`src/rtl/axi_lite_pkg.sv`:
```
// Shared AXI-Lite definitions: response codes and write-master state encoding.
package axi_lite_pkg;

  localparam logic [1:0] RESP_OKAY   = 2'b00;
  localparam logic [1:0] RESP_EXOKAY = 2'b01;
  localparam logic [1:0] RESP_SLVERR = 2'b10;
  localparam logic [1:0] RESP_DECERR = 2'b11;

  typedef enum logic [2:0] {
    IDLE,
    ADDR_DATA,
    RESP,
    DONE,
    DRAIN
  } wr_mst_state_t;

endpackage

```
`src/rtl/axi_timeout_ctr.sv`:
```
// Response-wait counter: cleared on entry to the wait, counts enabled cycles,
// saturates instead of wrapping, flags the last allowed cycle.
module axi_timeout_ctr #(
  parameter int unsigned TIMEOUT = 256
) (
  input  logic clk,
  input  logic rst_n,
  input  logic clr,
  input  logic en,
  output logic expired
);

  generate
    if (TIMEOUT == 0) begin : g_off
      assign expired = 1'b0;
    end else begin : g_on
      localparam int unsigned CW = $clog2(TIMEOUT + 1);
      localparam logic [CW-1:0] CNT_MAX = '1;
      localparam logic [CW-1:0] LAST    = CW'(TIMEOUT - 1);

      logic [CW-1:0] cnt;

      // Count wait cycles; hold at all-ones so a long wait cannot alias back to zero.
      always_ff @(posedge clk) begin
        if (!rst_n) begin
          cnt <= '0;
        end else if (clr) begin
          cnt <= '0;
        end else if (en && (cnt != CNT_MAX)) begin
          cnt <= cnt + CW'(1);
        end
      end

      assign expired = (cnt == LAST);
    end
  endgenerate

endmodule

```
`src/rtl/axi_lite_write_master.sv`:
```
// Single-outstanding AXI-Lite write master: one command in, concurrent AW/W,
// B collected (or timed out), one completion pulse out.
module axi_lite_write_master
  import axi_lite_pkg::*;
#(
  parameter int unsigned ADDR_W  = 32,
  parameter int unsigned DATA_W  = 32,
  parameter int unsigned TIMEOUT = 256
) (
  input  logic              ACLK,
  input  logic              ARESETN,
  input  logic              cmd_valid,
  output logic              cmd_ready,
  input  logic [ADDR_W-1:0] cmd_addr,
  input  logic [DATA_W-1:0] cmd_data,
  output logic [ADDR_W-1:0] AWADDR,
  output logic              AWVALID,
  input  logic              AWREADY,
  output logic [DATA_W-1:0] WDATA,
  output logic              WVALID,
  input  logic              WREADY,
  input  logic [1:0]        BRESP,
  input  logic              BVALID,
  output logic              BREADY,
  output logic              done_valid,
  output logic [1:0]        done_resp,
  output logic              done_timeout
);

  wr_mst_state_t state;
  logic          aw_done;
  logic          w_done;
  logic          aw_ok;
  logic          w_ok;
  logic          ctr_clr;
  logic          ctr_en;
  logic          expired;

  // A channel counts as finished if it handshook earlier or is handshaking now.
  assign aw_ok   = aw_done | (AWVALID & AWREADY);
  assign w_ok    = w_done  | (WVALID  & WREADY);
  assign ctr_clr = (state == ADDR_DATA) && aw_ok && w_ok;
  assign ctr_en  = (state == RESP);

  axi_timeout_ctr #(
    .TIMEOUT (TIMEOUT)
  ) u_timeout_ctr (
    .clk     (ACLK),
    .rst_n   (ARESETN),
    .clr     (ctr_clr),
    .en      (ctr_en),
    .expired (expired)
  );

  // Write FSM with all handshake and completion outputs registered.
  always_ff @(posedge ACLK) begin
    if (!ARESETN) begin
      state        <= IDLE;
      cmd_ready    <= 1'b0;
      AWADDR       <= '0;
      AWVALID      <= 1'b0;
      WDATA        <= '0;
      WVALID       <= 1'b0;
      BREADY       <= 1'b0;
      aw_done      <= 1'b0;
      w_done       <= 1'b0;
      done_valid   <= 1'b0;
      done_resp    <= RESP_OKAY;
      done_timeout <= 1'b0;
    end else begin
      done_valid <= 1'b0;
      case (state)
        IDLE: begin
          if (cmd_valid && cmd_ready) begin
            AWADDR    <= cmd_addr;
            WDATA     <= cmd_data;
            AWVALID   <= 1'b1;
            WVALID    <= 1'b1;
            cmd_ready <= 1'b0;
            aw_done   <= 1'b0;
            w_done    <= 1'b0;
            state     <= ADDR_DATA;
          end else begin
            cmd_ready <= 1'b1;
          end
        end
        ADDR_DATA: begin
          if (AWVALID && AWREADY) begin
            AWVALID <= 1'b0;
            aw_done <= 1'b1;
          end
          if (WVALID && WREADY) begin
            WVALID <= 1'b0;
            w_done <= 1'b1;
          end
          if (aw_ok && w_ok) begin
            BREADY <= 1'b1;
            state  <= RESP;
          end
        end
        RESP: begin
          // A response arriving on the expiry cycle takes priority over the timeout.
          if (BVALID) begin
            done_resp    <= BRESP;
            done_timeout <= 1'b0;
            done_valid   <= 1'b1;
            BREADY       <= 1'b0;
            state        <= DONE;
          end else if (expired) begin
            done_resp    <= RESP_SLVERR;
            done_timeout <= 1'b1;
            done_valid   <= 1'b1;
            state        <= DRAIN;
          end
        end
        DONE: begin
          cmd_ready <= 1'b1;
          state     <= IDLE;
        end
        DRAIN: begin
          // Swallow the late response without reporting it.
          if (BVALID) begin
            BREADY    <= 1'b0;
            cmd_ready <= 1'b1;
            state     <= IDLE;
          end
        end
        default: begin
          state <= IDLE;
        end
      endcase
    end
  end

endmodule

```
`config.mk`:
```
export PLATFORM = sky130hd
export DESIGN_NAME = axi_lite_write_master
export DESIGN_NICKNAME = d
export VERILOG_FILES = /design/src/rtl/axi_lite_pkg.sv /design/src/rtl/axi_timeout_ctr.sv /design/src/rtl/axi_lite_write_master.sv
export SDC_FILE = /design/constraint.sdc
export NUM_CORES = 1
export LEC_CHECK = 0
export ABC_AREA = 1
export CAP_MARGIN = 20
export CELL_PAD_IN_SITES_DETAIL_PLACEMENT = 0
export CELL_PAD_IN_SITES_GLOBAL_PLACEMENT = 1
export CORE_UTILIZATION = 31
export CTS_CLUSTER_SIZE = 16
export DETAILED_ROUTE_END_ITERATION = 10
export GPL_TIMING_DRIVEN = 0
export PLACE_DENSITY = 0.88
export SYNTH_ARGS = -nofsm -noshare
export SYNTH_HDL_FRONTEND = slang
export SYNTH_SLANG_ARGS = --single-unit
```
`constraint.sdc`:
```
create_clock -name ACLK -period 2.6 [get_ports ACLK]
set_clock_uncertainty 0.05 [all_clocks]
set_input_delay 0.52 -clock ACLK [delete_from_list [all_inputs] [get_ports ACLK]]
set_output_delay 0.52 -clock ACLK [all_outputs]
set_load 0.01 [all_outputs]
```
After elaboration in Yosys (flattened, before gate mapping)
Index checks and enable logic that the tools add are counted.

Word-level logic and storage cells: 82. Output and inout bits: 72. Bits of input ports: 72. Register bits: 86.

Mux-type cells: 28. Equal/unequal tests: 13. Bitwise operators: 5. $add $sub $neg: 1. Reductions and logical operators: 22.

Operators by type and width (number): $mux 3 (5); $mux 1 (14); $pmux 3 s4 (1); $pmux 1 s2 (5); $add 9x1->9 const B (1); $eq 9x8->1 const B (1); $ne 9x9->1 const B (1); $reduce_and 3->1 (3); $ne 2x1->1 const B (4); $reduce_and 2->1 (4); $logic_and 1x1->1 (7); $eq 3x2->1 const B (2); $reduce_bool 2->1 (3); $mux 2 (2); $ne 2x2->1 const B (2); $reduce_and 4->1 (1); $reduce_or 2->1 (2); $eq 3x1->1 const B (1); $eq 3x3->1 const B (1); $logic_not 3->1 (1); $ne 3x3->1 const B (1); $pmux 1 s3 (1); $reduce_bool 3->1 (1); $and 1x1->1 (2); 2 further kinds (3).

Logic depth before layout (Yosys ltp)
Word-level depth: 5. Mapped depth: 10. Depth with buffers taken out: 10.

Modules after synthesis
From an unflattened synthesis, not the netlist that was laid out.

Cell total of the unflattened synthesis: 430. Area, all modules: 3375.7 um^2.

Modules (own cells, without submodules): axi_lite_write_master (cells an instance 364, area an instance 2890.3 um^2, seq. area each 1541.5 um^2, times used 1); axi_timeout_ctr (cells an instance 66, area an instance 485.5 um^2, seq. area each 180.2 um^2, times used 1).

Least setup slack after synthesis
Ideal clock, no wire load.

Kind: reg-to-reg. From: reg u_timeout_ctr.g_on.cnt[0]. To: reg u_timeout_ctr.g_on.cnt[4]. Data required time: 2433 ps. Buffers on the path: 0. Period minus slack after synthesis: 1722 ps. Stages on the path, launching flop included: 11. Arrival time: 1555 ps. Path slack: 878 ps. Setup time: 117 ps. Cells stage by stage: dfxtp_1 -> ha_1 -> nand3_1 -> nor4_1 -> ha_1 -> nand3b_2 -> inv_1 -> nand3_1 -> nor2_1 -> nor2_1 -> nor2_1.

Word-level cells in the longest chain between the ends: 2. Elaborated cells between the ends (all ways): 3. Classes of those cells: add/sub: 1; eq/ne: 1; reduce/logical: 1.

Ends and longest elaborated chain: start, declared (RTL line axi_timeout_ctr.sv:21) `logic [CW-1:0] cnt;`; start signal, assigned (RTL line axi_timeout_ctr.sv:30) `cnt <= cnt + CW'(1);`; parallel branches: the longest is 2 deep, another holds $add 9x1->9.

Parallel ways; which one is timed is not known. A chain may end at the register's enable or synchronous reset.

Worst setup path in the final report
From: in ARESETN. To: reg AWADDR[22].

RTL lines: start, declared (RTL line axi_lite_write_master.sv:11) `input logic ARESETN,`; end signal, assigned (RTL line axi_lite_write_master.sv:75) `AWADDR <= cmd_addr;`; end, declared (RTL line axi_lite_write_master.sv:16) `output logic [ADDR_W-1:0] AWADDR,`.

No word-level cell between the ends.

==> results.cfg <==
[run_status]
outcome = completed

[synthesis]
seq_area_frac_synth_pct = 53.46
post_synthesis_net_count = 498
synth_seq_cells = 86
mean_syn_cell_area_um2 = 7.614
synth.yosys.warnings = 0
gate_count_of_the_mapped_netlist = 423
synthDominantCellAreaShare_pct = 53.46
netlist_area_um2 = 3221
synthDistinctLibCells = 22
synth_top_cells_by_area = sky130_fd_sc_hd__dfxtp_1 (53%), sky130_fd_sc_hd__nand2_1 (19%), sky130_fd_sc_hd__a21oi_1 (13%)
post_synthesis_cell_type_with_the_largest_combined_area = sky130_fd_sc_hd__dfxtp_1

[clock_tree]
tritoncts = built
cts_made_buffers = 9
cts.path.max_buffers = 2
cts_hold_repair_buffers = 0
clock_tree.root_cell = sky130_fd_sc_hd__clkbuf_8
cts-resized-gates = 0
cts-htree-levels = 3
worst_setup_hold_path_clk_slew_ns = 0.09
numClockSinks = 86
post_cts_buffers = 0
worstSkewPairLatency_ns = 0.34

[power]
seq_power_share_pct = 50.1
design_internal_power_mw = 2.090
total_power_mw = 2.892
pwr_density_cell_nw_per_um2 = 578.1
irDropWorstVdd_mv = 0.2626
power.share.combinational_pct = 20.2
switchingPower_uw = 802.0
swShare_pct = 27.73
p_clk_share_pct = 29.7
power_leakage_nw = 1.802

[floorplanning]
die_w_um = 103.9
top_level_ports = 144
row_count = 36
die_area_um2 = 10800
fp.coreArea_um2 = 9910
floorplan.die.height_um = 103.9
initial_standard_cell_utilization_of_the_core_pct = 32.50

[grt]
first_global_vias = 3055
grt_max_degree = 16
grt_remaining_overflow = 0
global_route_total_usage_across_every_layer_pct = 16.15
grt_pass1_wl_um = 14230
initial_antenna_violation_count = 0

[setup_path]
reg2reg_slack_ns = 0.60
timing.reg2reg.worst_path_depth = 10
setup.worst_path.start = ARESETN
worstPathArrival_ns = 2.18
worst_setup_path_start_kind = primary input
setup.worst_path.end_class = register
r2r-start = u_timeout_ctr.g_on.cnt[0]
path_max_fanout = 10
end_of_the_critical_path = AWADDR[22]
worst-setup-path-type = in -> reg
worstPathRequired_ns = 2.75
r2r_end = u_timeout_ctr.g_on.cnt[4]

[timing]
max_slew.worst_pin.slew_ns = 0.5825
post-route-min-period_ns = 2.026
drv_slew = 0
grt_setup_unrepaired = no
totalNegativeSetupSlack_ns = 0
final-hold-violation-count = 0
fmax_mhz = 493.5
setup_viol_count_final = 0
hold_ws_ns = 0.4042
slew-limit-headroom_pct = 61.17
min_period_over_period_pct = 77.94

[route]
number_of_vias_per_cell_after_detailed_routing = 4.497
dr_total_vias = 3215
drt_drc_violations_left = 0
route.antenna.remaining_nets = 0
detail_route.wirelength_um = 8807
drtIter0Drc = 93
detail_route.wl_per_cell_um = 12.32
first_pass_iters = 4

[worst_hold_path]
min_path_type = reg -> reg

[place]
routabilityCongestion = 0.7989
hpwl_um = 6457
place.port_buffers = 143

[layout]
area.growth.synth_to_final_pct = 55.32
drive_gt1_share_pct = 5.842
ant_cells = 0
layout.nets = 652

[flow_run]
max-cap-violations = 0
-- metal layers --
layer / vias up / wire length [µm] / GRT usage, %
li1: 1670 / - / -
met1: 1450 / 4016 / 20.15
met2: 91 / 4095 / 26.24
met3: 4 / 663 / 5.890
met4: 0 / 31 / 4.286
met5: - / 0 / 0
-- layout make-up --
cell class	count	area [µm²]
Fill cell	981	4907
Multi-Input combinational cell	293	1301
Clock buffer	10	137.6
Clock inverter	6	46.29
Buffer	22	115.1
Tap cell	133	166.4
Timing Repair Buffer	143	1431
Inverter	22	82.58
Sequential cell	86	1722
-- kinds of logic (layout without fill, tap and decap cells) --
family                   after synthesis  in the layout  synth area share, %
AO/OA/AOI/OAI                         89             89                13.91
adder cells (fa/ha/maj)                3              3                1.166
flip-flops                            86             86                53.46
AND/OR/NAND/NOR                      201            201                25.33
buffers and inverters                 44            203                6.138
-- cell usage after synthesis, drive strengths merged --
cell / count
a211oi: 1
a21oi: 82
buf: 10
clkbuf: 12
dfxtp: 86
ha: 3
inv: 22
nand2: 166
nand3: 12
nand3b: 2
nand4: 3
nor2: 12
nor3: 3
nor4: 1
o21ai: 6
or2: 2
-- registers in the layout, summed over array words and instances (netlist names) --
register,count
AWADDR,32
AWVALID,1
BREADY,1
WDATA,32
WVALID,1
aw_done,1
cmd_ready,1
done_resp,2
done_timeout,1
done_valid,1
state,3
u_timeout_ctr.g_on.cnt,9
w_done,1
-- how the worst min path moves through the flow --
stage | start | end | slack [ns] | depth (start not counted)
CTS | done_resp[1] | done_resp[1] | 0.40 | 2
finish | done_resp[1] | done_resp[1] | 0.40 | 2
global placement | done_resp[1] | done_resp[1] | 0.39 | 2
global route | done_resp[1] | done_resp[1] | 0.43 | 2
floorplan | aw_done | aw_done | 0.38 | 2
detailed placement | done_resp[1] | done_resp[1] | 0.39 | 2
-- power by group through the flow --
stage | Sequential, mW | Clock, mW | Combinational (mW)
floorplan | 1.51 | 0 | 0.229
CTS | 1.45 | 0.904 | 0.592
global placement | 1.48 | 0 | 0.584
detailed placement | 1.48 | 0 | 0.589
global route | 1.46 | 0.965 | 0.640
finish | 1.45 | 0.860 | 0.584
-- worst max-delay path, cell delays in order --
cell and delay, ns:
sky130_fd_sc_hd__clkdlybuf4s50_1 0.50, sky130_fd_sc_hd__inv_1 0.11, sky130_fd_sc_hd__clkbuf_1 0.46, sky130_fd_sc_hd__clkbuf_1 0.50, sky130_fd_sc_hd__a21oi_1 0.08
-- cells in the final DEF, fill, tap and decap left out --
master                            synthesis  layout
sky130_fd_sc_hd__or2_2                    2       2
sky130_fd_sc_hd__nand3b_1                 1       1
sky130_fd_sc_hd__buf_4                    8       8
sky130_fd_sc_hd__nor2_2                   1       1
sky130_fd_sc_hd__clkinv_4                 0       2
sky130_fd_sc_hd__o21ai_0                  6       6
sky130_fd_sc_hd__clkbuf_8                 0      10
sky130_fd_sc_hd__nand4_2                  1       1
sky130_fd_sc_hd__clkinvlp_4               0       2
sky130_fd_sc_hd__inv_1                   20      20
sky130_fd_sc_hd__nor4_1                   1       1
sky130_fd_sc_hd__nand3_1                 12      12
sky130_fd_sc_hd__nand4_1                  2       2
sky130_fd_sc_hd__nor2_1                  10      10
sky130_fd_sc_hd__inv_6                    0       1
sky130_fd_sc_hd__clkdlybuf4s50_1          0     143
sky130_fd_sc_hd__inv_2                    2       2
sky130_fd_sc_hd__clkbuf_1                12      12
sky130_fd_sc_hd__buf_2                    2       2
sky130_fd_sc_hd__clkinv_2                 0       1
sky130_fd_sc_hd__nand3b_2                 1       1
sky130_fd_sc_hd__a211oi_1                 1       1
sky130_fd_sc_hd__nand2_1                166     166
sky130_fd_sc_hd__dfxtp_1                 86      86
sky130_fd_sc_hd__nor3_1                   3       3
sky130_fd_sc_hd__nor2_4                   1       1
sky130_fd_sc_hd__ha_1                     3       3
sky130_fd_sc_hd__a21oi_1                 82      82
-- stage by stage --
step / instances / setup WS [ns] / instance area (µm²) / util [%]
floorplan: 423 / 0.8778 / 3221 / -
global placement: 699 / 0.1587 / 4818 / 48.62
detailed placement: 699 / 0.1469 / 4818 / 48.62
CTS: 715 / 0.5156 / 5002 / 50.48
global route: 715 / 0.3702 / 5002 / 50.48
finish: 715 / 0.5735 / 5002 / 50.48
No activity file was read; power rests on OpenSTA's default activity.
